**config.mk**
```make
export PLATFORM = sky130hd
export DESIGN_NAME = io_bridge
export DESIGN_NICKNAME = d
export VERILOG_FILES = /design/src/rtl/io_bridge.sv
export SDC_FILE = /design/constraint.sdc
export NUM_CORES = 1
export LEC_CHECK = 0
export ABC_AREA = 1
export CAP_MARGIN = 20
export CORE_MARGIN = 4
export CORE_UTILIZATION = 50
export DETAILED_ROUTE_END_ITERATION = 8
export HOLD_SLACK_MARGIN = 0.08
export PLACE_DENSITY_LB_ADDON = 0.12
export SETUP_SLACK_MARGIN = 0.3
export SYNTH_ARGS = -nofsm -noshare
export SYNTH_HDL_FRONTEND = slang
export SYNTH_SLANG_ARGS = --single-unit
```
**constraint.sdc**
```tcl
create_clock -name clk -period 3.63 [get_ports clk]
set_input_delay 0.726 -clock clk [delete_from_list [all_inputs] [get_ports clk]]
set_output_delay 0.726 -clock clk [all_outputs]
set_load 0.01 [all_outputs]
```
**src/rtl/io_bridge.sv**
```systemverilog
// Memory-mapped I/O bridge: TX and RX first-word-fall-through FIFOs between the
// stack processor's I/O pins and a valid/ready peripheral.
module io_bridge #(
    parameter int WIDTH = 16,
    parameter int DEPTH = 4,
    parameter int PTR_W = 2
) (
    input  logic             clk,
    input  logic             reset,
    input  logic [WIDTH-1:0] output_IO,
    input  logic             out_wr,
    output logic [WIDTH-1:0] input_IO,
    input  logic             in_rd,
    output logic [WIDTH-1:0] tx_data,
    output logic             tx_valid,
    input  logic             tx_ready,
    input  logic [WIDTH-1:0] rx_data,
    input  logic             rx_valid,
    output logic             rx_ready,
    output logic             tx_full,
    output logic             rx_empty,
    output logic [7:0]       tx_drop_cnt,
    output logic             rx_underrun
);

    localparam logic [PTR_W:0] FULL_CNT = DEPTH[PTR_W:0];

    logic [WIDTH-1:0] tx_mem_q [DEPTH];
    logic [WIDTH-1:0] rx_mem_q [DEPTH];
    logic [PTR_W-1:0] tx_wr_ptr_q, tx_rd_ptr_q, rx_wr_ptr_q, rx_rd_ptr_q;
    logic [PTR_W:0]   tx_cnt_q, tx_cnt_d, rx_cnt_q, rx_cnt_d;
    logic [7:0]       tx_drop_cnt_q, tx_drop_cnt_d;
    logic             rx_underrun_q;

    logic tx_empty, rx_full;
    logic tx_push, tx_pop, tx_drop, rx_push, rx_pop;

    // Handshake: a word moves across a valid/ready pair at a rising edge where
    // both are high; ready never depends on valid, and valid, once high, only
    // drops after the transfer, so the two sides never form a combinational loop.
    assign tx_empty = (tx_cnt_q == '0);
    assign tx_full  = (tx_cnt_q == FULL_CNT);
    assign rx_empty = (rx_cnt_q == '0);
    assign rx_full  = (rx_cnt_q == FULL_CNT);

    assign tx_valid = !tx_empty;
    assign rx_ready = !rx_full;

    assign tx_pop  = tx_valid && tx_ready;
    assign tx_push = out_wr && (!tx_full || tx_pop);
    assign tx_drop = out_wr && tx_full && !tx_pop;
    assign rx_push = rx_valid && rx_ready;
    assign rx_pop  = in_rd && !rx_empty;

    assign tx_data     = tx_empty ? '0 : tx_mem_q[tx_rd_ptr_q];
    assign input_IO    = rx_empty ? '0 : rx_mem_q[rx_rd_ptr_q];
    assign tx_drop_cnt = tx_drop_cnt_q;
    assign rx_underrun = rx_underrun_q;

    always_comb begin
        tx_cnt_d = tx_cnt_q;
        case ({tx_push, tx_pop})
            2'b10:   tx_cnt_d = tx_cnt_q + 1'b1;
            2'b01:   tx_cnt_d = tx_cnt_q - 1'b1;
            default: tx_cnt_d = tx_cnt_q;
        endcase

        rx_cnt_d = rx_cnt_q;
        case ({rx_push, rx_pop})
            2'b10:   rx_cnt_d = rx_cnt_q + 1'b1;
            2'b01:   rx_cnt_d = rx_cnt_q - 1'b1;
            default: rx_cnt_d = rx_cnt_q;
        endcase

        tx_drop_cnt_d = tx_drop_cnt_q;
        if (tx_drop && (tx_drop_cnt_q != 8'hFF)) begin
            tx_drop_cnt_d = tx_drop_cnt_q + 8'd1;
        end
    end

    // Storage needs no reset: reads are masked by the counts whenever empty.
    always_ff @(posedge clk) begin
        if (!reset && tx_push) begin
            tx_mem_q[tx_wr_ptr_q] <= output_IO;
        end
        if (!reset && rx_push) begin
            rx_mem_q[rx_wr_ptr_q] <= rx_data;
        end
    end

    always_ff @(posedge clk) begin
        if (reset) begin
            tx_wr_ptr_q   <= '0;
            tx_rd_ptr_q   <= '0;
            tx_cnt_q      <= '0;
            rx_wr_ptr_q   <= '0;
            rx_rd_ptr_q   <= '0;
            rx_cnt_q      <= '0;
            tx_drop_cnt_q <= '0;
            rx_underrun_q <= 1'b0;
        end else begin
            if (tx_push) tx_wr_ptr_q <= tx_wr_ptr_q + 1'b1;
            if (tx_pop)  tx_rd_ptr_q <= tx_rd_ptr_q + 1'b1;
            if (rx_push) rx_wr_ptr_q <= rx_wr_ptr_q + 1'b1;
            if (rx_pop)  rx_rd_ptr_q <= rx_rd_ptr_q + 1'b1;
            tx_cnt_q      <= tx_cnt_d;
            rx_cnt_q      <= rx_cnt_d;
            tx_drop_cnt_q <= tx_drop_cnt_d;
            if (in_rd && rx_empty) rx_underrun_q <= 1'b1;
        end
    end

endmodule

```
=== Word level (Yosys, flattened, before mapping) ===
Memories as Yosys holds them, arrays and structs flattened. A register that Yosys moved wholly into a read port is not among the register bits.
Cells that the tools add are included.

* Input bits: 38
* Bits in writable memories: 128
* Logic and storage cells: 59
* Memories kept: 2
* Output and inout port bits: 45
* Register bits: 23

{| class="wikitable"
|+ Memories
! memory !! depth !! width !! rd ports !! clocked after memory_dff !! write ports !! line !! text
|-
| rx_mem_q || 4 || 16 || 1 || 1 || 1 || 29 || <nowiki>logic [WIDTH-1:0] rx_mem_q [DEPTH];</nowiki>
|-
| tx_mem_q || 4 || 16 || 1 || 1 || 1 || 28 || <nowiki>logic [WIDTH-1:0] tx_mem_q [DEPTH];</nowiki>
|}

* Reduce and logical (&&, ||, !) cells: 21
* $add $sub $neg: 9
* Muxes and demuxes: 12
* Eq/ne operators: 7

{| class="wikitable"
|+ Operators with widths
! kind !! number
|-
| $mux 16 || 2
|-
| $pmux 3 s2 || 2
|-
| $logic_and 1x1->1 || 10
|-
| $add 2x1->2 const B || 4
|-
| $add 8x1->8 const B || 1
|-
| $mux 2 || 4
|-
| $ne 8x8->1 const B || 1
|-
| $add 3x1->3 const B || 2
|-
| $eq 3x3->1 const B || 2
|-
| $logic_not 1->1 || 6
|-
| $logic_not 3->1 || 2
|-
| $sub 3x1->3 const B || 2
|-
| $eq 2x1->1 const B || 2
|-
| $eq 2x2->1 const B || 2
|-
| $mux 1 || 4
|-
| $reduce_bool 2->1 || 2
|-
| $logic_or 1x1->1 || 1
|}

=== Depth between registers and ports, before layout ===
Gate-level depths: netlist of the first run.

* Word-level depth: 8
* Gate-level depth with buffers: 11
* Depth with buffers taken out: 11

=== Worst setup path after synthesis of the first run ===
OpenSTA, ideal clock, no wires.

* Kind: in2reg
* Start: input reset
* End: memory rx_mem_q[0][0], enable pin
* Data required time: 3.241 ns
* Library setup time: 0.389 ns
* Cell stages on the path: 4
* Setup slack: 1.381 ns
* Arrival: 1.860 ns
* Path buffers: 1
* Path through: buf_2 -> inv_1 -> nand3_1 -> nor2_1

* Word-level cells in the longest chain between the ends: 4

{| class="wikitable"
|+ RTL lines
! item !! line !! text
|-
| start, declared || 9 || <nowiki>input logic reset,</nowiki>
|-
| $logic_not 1->1 || 86 || <nowiki>if (!reset && rx_push) begin</nowiki>
|-
| $logic_and 1x1->1 || 86 ||
|-
| $mux 1 || 86 ||
|-
| $mux 1 (implied by the code) || 87 || <nowiki>rx_mem_q[rx_wr_ptr_q] <= rx_data;</nowiki>
|-
| end, declared || 29 ||
|}

No other way between the ends.

==> results.py, run 1 <==
metrics = {
    "pwr": {
        "power_density_nw_per_um2": 635,
        "ir_worst_vdd_mv": 0.292,
        "leakagePower_nw": 2.85,
    },
    "cts": {
        "path_clk_slew_ns": 0.06,
        "cts_setup_buffers": 0,
        "htreeDepth": 4,
        "insertion_delay_ns": 0.42,
        "cts_tree": "built",
        "cts_buffer_depth": 2,
        "cts_sinks": 155,
        "cts-root-buf": "clkbuf_16",
        "cts_buffers": 17,
    },
    "global_route": {
        "grt_overflow_total": 0,
        "antenna_found_initial": 0,
        "grt_pass1_vias": 4301,
        "grt_pass1_wl_mm": 21.3,
        "grt_usage_pct": 18.8,
        "grt_max_degree": 33,
    },
    "synthesis": {
        "synth.avg_cell_area_sq_um": 11.1,
        "yosysMostFrequentCell": "nor2_1",
        "synth_top_cell_area_share_pct": 60.3,
        "synth_cells": 574,
        "synth_largest_area_cell": "edfxtp_1",
        "synth_common_cells": "151 x nor2_1, 128 x edfxtp_1, 78 x o21ai_0",
        "synth_nets": 624,
        "ys_types": 26,
        "ys_async_sr_fraction_pct": 0,
        "yosys_register_bits": 155,
        "synth_edf_count": 128,
        "yosys_warnings": 0,
        "ys_seq_area_share_pct": 68.8,
        "synth_ff_type": "edfxtp_1",
        "synth_area_leaders": "edfxtp_1 60%, nor2_1 8.9%, dfxtp_1 8.5%",
        "syn_area_sq_um": 6370,
    },
    "route": {
        "vias": 4346,
        "dr.pass1.iters": 5,
        "via_per_inst": 5.16,
        "wl_per_cell_um": 15.6,
        "drtIter0Drc": 331,
        "routed_wl_mm": 13.2,
        "ant_nets": 0,
        "drcViolationCount": 0,
    },
    "layout": {
        "fillers": 961,
        "fin_nets": 713,
        "layout-drive-gt1-share_pct": 7.41,
        "diodes": 0,
        "area_growth_syn_to_layout_pct": 24.4,
        "multi_input_area_sq_um": 1700,
        "seq_area_sq_um": 4380,
    },
    "timing": {
        "period_share_pct": 86.3,
        "tightest_slew_ns": 0.852,
        "rsz0062_at_grt": "false",
        "slew_headroom_pct": 43.2,
        "min_period_ns": 3.13,
        "fin_hold_ws_ns": 0.460,
        "tns_ns": 0,
        "setup_violations": 0,
        "skew_ns": 0.00606,
        "timing.final.hold_violations": 0,
        "timing.fmax_mhz": 319,
        "slew_violations": 0,
    },
    "min_path": {
        "hold_class": "register to register",
        "hp-start": "rx_underrun",
    },
    "setup_path": {
        "critPathKind": "register to output port",
        "arrival_ns": 2.41,
        "endpoint_kind": "output port",
        "slowest_delay_ns": 0.59,
        "r2r_start": "rx_cnt_q[2]",
        "cp.required_ns": 2.90,
        "critPathMaxFanout": 17,
        "start_kind": "register",
        "crit_chain": "buf_4, inv_1, nor2_1, o21ai_0, a21oi_1, clkdlybuf4s50_1",
        "slowest_stage": "clkdlybuf4s50_1",
    },
    "place": {
        "routabilityCongestion": 0.800,
        "hpwlAfterDp_mm": 8.33,
        "port_buffers": 82,
    },
    "outcome": {
        "status": "finished, final reports clean",
    },
    "die": {
        "ios": 83,
        "core-area_sq_um": 12300,
        "start_util_pct": 52.0,
        "die_area_sq_um": 14600,
        "dieHeight_um": 121,
        "die_w_um": 121,
        "rows": 40,
    },
    "flow_run": {
        "maxCapViolCount": 0,
    },
}
[per-stage QoR]
step	util [%]	cells	power, mW	worst slack, ns	instance area (sq um)
final	64.6	843	5.03	0.496	7920
after global routing	64.6	843	5.30	0.327	7920
after floorplan	-	574	2.83	1.38	6370
after CTS	64.6	843	5.08	0.474	7920
after detailed placement	60.2	812	3.45	0.847	7380
after global placement	60.2	812	3.43	0.920	7380
[registers in the layout, summed over array words and instances, names as in the netlist, named ones only]
signal       cells
rx_rd_ptr_q      2
tx_rd_ptr_q      2
rx_cnt_q         3
tx_cnt_q         3
tx_drop_cnt      8
tx_wr_ptr_q      2
rx_underrun      1
tx_mem_q        64
rx_mem_q        64
rx_wr_ptr_q      2
[placed cells by master, fill, tap and decap left out, drive strengths merged]
| cell type | instances |
|---|---|
| clkdlybuf4s50 | 82 |
| a21oi | 51 |
| clkinvlp | 2 |
| dfxtp | 27 |
| xor2 | 5 |
| a21boi | 1 |
| clkbuf | 20 |
| clkinv | 8 |
| buf | 13 |
| ha | 10 |
| fa | 2 |
| nand2 | 32 |
| nand4 | 3 |
| inv | 42 |
| o21ai | 78 |
| nand3 | 10 |
| edfxtp | 128 |
| bufinv | 2 |
| or2 | 1 |
| nor2 | 155 |
| and3 | 1 |
| nor3 | 2 |
[worst paths after layout]
path                 end  slack, ns  depth (start not counted)
max           tx_data[9]       0.50                          6
max reg2reg  rx_cnt_q[2]       1.40                         10
min reg2reg  rx_underrun       0.46                          2
min          rx_underrun       0.46                          2
[report_power, final]
| group | internal [mW] | total [mW] | switching, mW |
|---|---|---|---|
| Combinational | 0.575 | 1.32 | 0.743 |
| Sequential | 2.04 | 2.09 | 0.0538 |
| Clock | 0.992 | 1.62 | 0.630 |
[per-layer routing]
metal	GRT usage, %	vias up	share of wire [%]
li1	-	2134	-
met1	24.7	2064	44
met2	29.8	126	49
met3	4.99	22	5.1
met4	7.72	0	2.0
met5	0	-	0
[cell families (layout without fill, tap and decap cells)]
logic type / count (synthesis) / count (layout) / share of synthesized area (%)
adders and majority gates: 12 / 12 / 2.59
AOI/OAI and AO/OA: 130 / 130 / 10.3
and+or+nand+nor: 204 / 204 / 13.1
buffers and inverters: 68 / 169 / 4.58
DFF: 155 / 155 / 68.8
xor gates and xnor gates: 5 / 5 / 0.687
[cell type report]
| class | count | share of cell area [%] |
|---|---|---|
| flip-flops and latches | 155 | 55.3 |
| multi-input cells | 351 | 21.5 |
| repair buffers | 95 | 11.6 |
| clock buffers | 20 | 5.51 |
| well taps | 168 | 2.65 |
| inverters | 43 | 2.15 |
| clock inverters | 11 | 1.31 |
[worst max-delay path, delay by kind of cell (launching register included)]
family                 cells  cell delay, ns
DFF                        1            0.31
and+or+nand+nor            1            0.21
AOI/OAI and AO/OA          2            0.33
buffers and inverters      3            1.15
[repair_timing]
| action | CTS | global route |
|---|---|---|
| endpoints found under the hold margin | 0 | 0 |
| hold buffers | 0 | 0 |
| endpoints found under the setup margin | 0 | 2 |
| gates resized for setup | 0 | 1 |
No activity file was read; power rests on OpenSTA's default activity.
==> run 2: changes to the inputs <==
--- a/config.mk
+++ b/config.mk
@@ -8,7 +8,8 @@
 export ABC_AREA = 1
 export CAP_MARGIN = 20
 export CORE_MARGIN = 4
-export CORE_UTILIZATION = 50
+export CORE_UTILIZATION = 59
+export CTS_CLUSTER_SIZE = 16
 export DETAILED_ROUTE_END_ITERATION = 8
 export HOLD_SLACK_MARGIN = 0.08
 export PLACE_DENSITY_LB_ADDON = 0.12
==> run 2 against run 1 <==
  * Count of clock-buffer cells in the layout fell by 1
  * Via count rose by 0.69%
  * Utilization rose by 12 points
  * Worst setup slack got worse by 0.047 ns
==> results.py, run 2 (same netlist as run 1, synthesis figures left out) <==
metrics = {
    "layout": {
        "final_cell_count_no_fill": 814,
        "layout_commonest_cell": "nor2_1",
        "area_growth_syn_to_layout_pct": 25.0,
        "fin_nets": 715,
        "final_cell_area_sq_um": 7970,
        "seq_area_sq_um": 4380,
        "layout_common_cells": "151 x nor2_1, 128 x edfxtp_1, 82 x clkdlybuf4s50_1, 78 x o21ai_0, 51 x a21oi_1",
        "diodes": 0,
        "layout-drive-gt1-share_pct": 8.55,
        "fillers": 666,
        "multi_input_area_sq_um": 1700,
    },
    "route": {
        "ant_nets": 0,
        "routed_wl_mm": 13.1,
        "dr.pass1.iters": 4,
        "wl_per_cell_um": 16.1,
        "via_per_inst": 5.38,
        "vias": 4376,
        "drtIter0Drc": 295,
        "drcViolationCount": 0,
    },
    "die": {
        "dieHeight_um": 112,
        "start_util_pct": 61.2,
        "ios": 83,
        "rows": 37,
        "core-area_sq_um": 10400,
        "die_area_sq_um": 12500,
        "die_w_um": 112,
    },
    "cts": {
        "insertion_delay_ns": 0.51,
        "hold_buffers": 0,
        "cts-root-buf": "clkbuf_8",
        "path_clk_slew_ns": 0.06,
        "cts_tree": "built",
        "cts_buffer_depth": 2,
        "htreeDepth": 4,
        "cts_sinks": 155,
        "cts_buffers": 17,
    },
    "pwr": {
        "ir_worst_vdd_mv": 0.379,
        "power_density_nw_per_um2": 642,
        "leakagePower_nw": 2.88,
    },
    "timing": {
        "tns_ns": 0,
        "skew_ns": 0.00739,
        "period_share_pct": 87.6,
        "timing.fmax_mhz": 314,
        "slew_violations": 0,
        "rsz0062_at_grt": "false",
        "slew_headroom_pct": 63.0,
        "min_period_ns": 3.18,
        "tightest_slew_ns": 0.554,
        "setup_violations": 0,
        "timing.final.hold_violations": 0,
        "fin_ws_ns": 0.450,
    },
    "place": {
        "dp.cells": 780,
        "port_buffers": 82,
        "detailedPlace.worstSlack_ns": 0.869,
        "routabilityCongestion": 0.854,
        "place_area_sq_um": 7340,
        "hpwlAfterDp_mm": 8.19,
    },
    "setup_path": {
        "endpoint": "tx_data[3]",
        "cp_num_buf_inv": 4,
        "cp.required_ns": 2.90,
        "arrival_ns": 2.45,
        "start_kind": "register",
        "r2r_slack_ns": 1.47,
        "crit_chain": "buf_4, clkinvlp_4, buf_12, nor2_1, o21ai_0, a21oi_1, clkdlybuf4s50_1",
        "slowest_delay_ns": 0.58,
        "r2r_start": "rx_cnt_q[2]",
        "r2r.worst_path.cells": 10,
        "cp.depth": 7,
        "crit_family": "buffers and inverters",
        "r2r_end": "rx_cnt_q[2]",
        "endpoint_kind": "output port",
        "slowest_stage": "clkdlybuf4s50_1",
        "critPathMaxFanout": 17,
        "critPathKind": "register to output port",
    },
    "global_route": {
        "grt_max_degree": 33,
        "grt_pass1_wl_mm": 21.4,
        "grt_pass1_vias": 4515,
        "grt_overflow_total": 0,
        "antenna_found_initial": 0,
        "grt_usage_pct": 21.7,
    },
    "flow_run": {
        "maxCapViolCount": 0,
    },
    "outcome": {
        "status": "finished, final reports clean",
    },
    "min_path": {
        "hold_class": "register to register",
    },
}
==> run 2: where the power goes <==
part | switching (mW) | internal, mW
registers | 0.0520 | 2.04
logic | 0.750 | 0.586
clock network | 0.652 | 1.04
==> run 2: worst min path at each step <==
stage                            from  cells past startpoint     endpoint  slack (ns)
final                     rx_underrun                      2  rx_underrun        0.45
after global routing      rx_underrun                      2  rx_underrun        0.50
after CTS                 rx_underrun                      2  rx_underrun        0.46
after detailed placement  rx_underrun                      2  rx_underrun        0.45
after global placement    rx_underrun                      2  rx_underrun        0.44
after floorplan           rx_cnt_q[2]                      2  rx_cnt_q[2]        0.45
==> run 2: what timing repair did <==
item	CTS	global route
setup buffers	0	2
endpoints found under the setup margin	0	21
hold endpoints to repair	0	0
resized for setup	0	4
==> run 2: cell type report <==
type | count | share of cell area (%)
clock buffers | 19 | 5.29
well taps | 136 | 2.14
multi-input cells | 351 | 21.3
flip-flops and latches | 155 | 55.0
repair buffers | 97 | 12.0
inverters | 43 | 2.28
clock inverters | 13 | 1.88
==> run 2: worst register-to-register path: cells and delay by family, from the launching register on <==
| kind | cells | cell delay, ns |
|---|---|---|
| AOI/OAI and AO/OA | 4 | 0.48 |
| adders and majority gates | 2 | 0.59 |
| buffers and inverters | 2 | 0.28 |
| DFF | 1 | 0.37 |
| and+or+nand+nor | 2 | 0.32 |
==> run 2: metrics by stage <==
stage	hold slack, ns	total power, mW	util (%)
6_report	0.454	5.12	76.5
3_5_place_dp	0.446	3.44	70.5
3_3_place_gp	0.443	3.40	70.5
4_1_cts	0.457	5.13	76.0
5_1_grt	0.502	5.38	76.5
2_1_floorplan	0.452	2.83	-
==> run 2: metal layers <==
metal	routed length, um	share of wire [%]	up-vias	GRT usage [%]
li1	-	-	2146	-
met2	6720	51	140	35.8
met3	805	6.1	21	6.74
met5	0	0	-	0
met4	238	1.8	0	8.19
met1	5360	41	2069	26.9
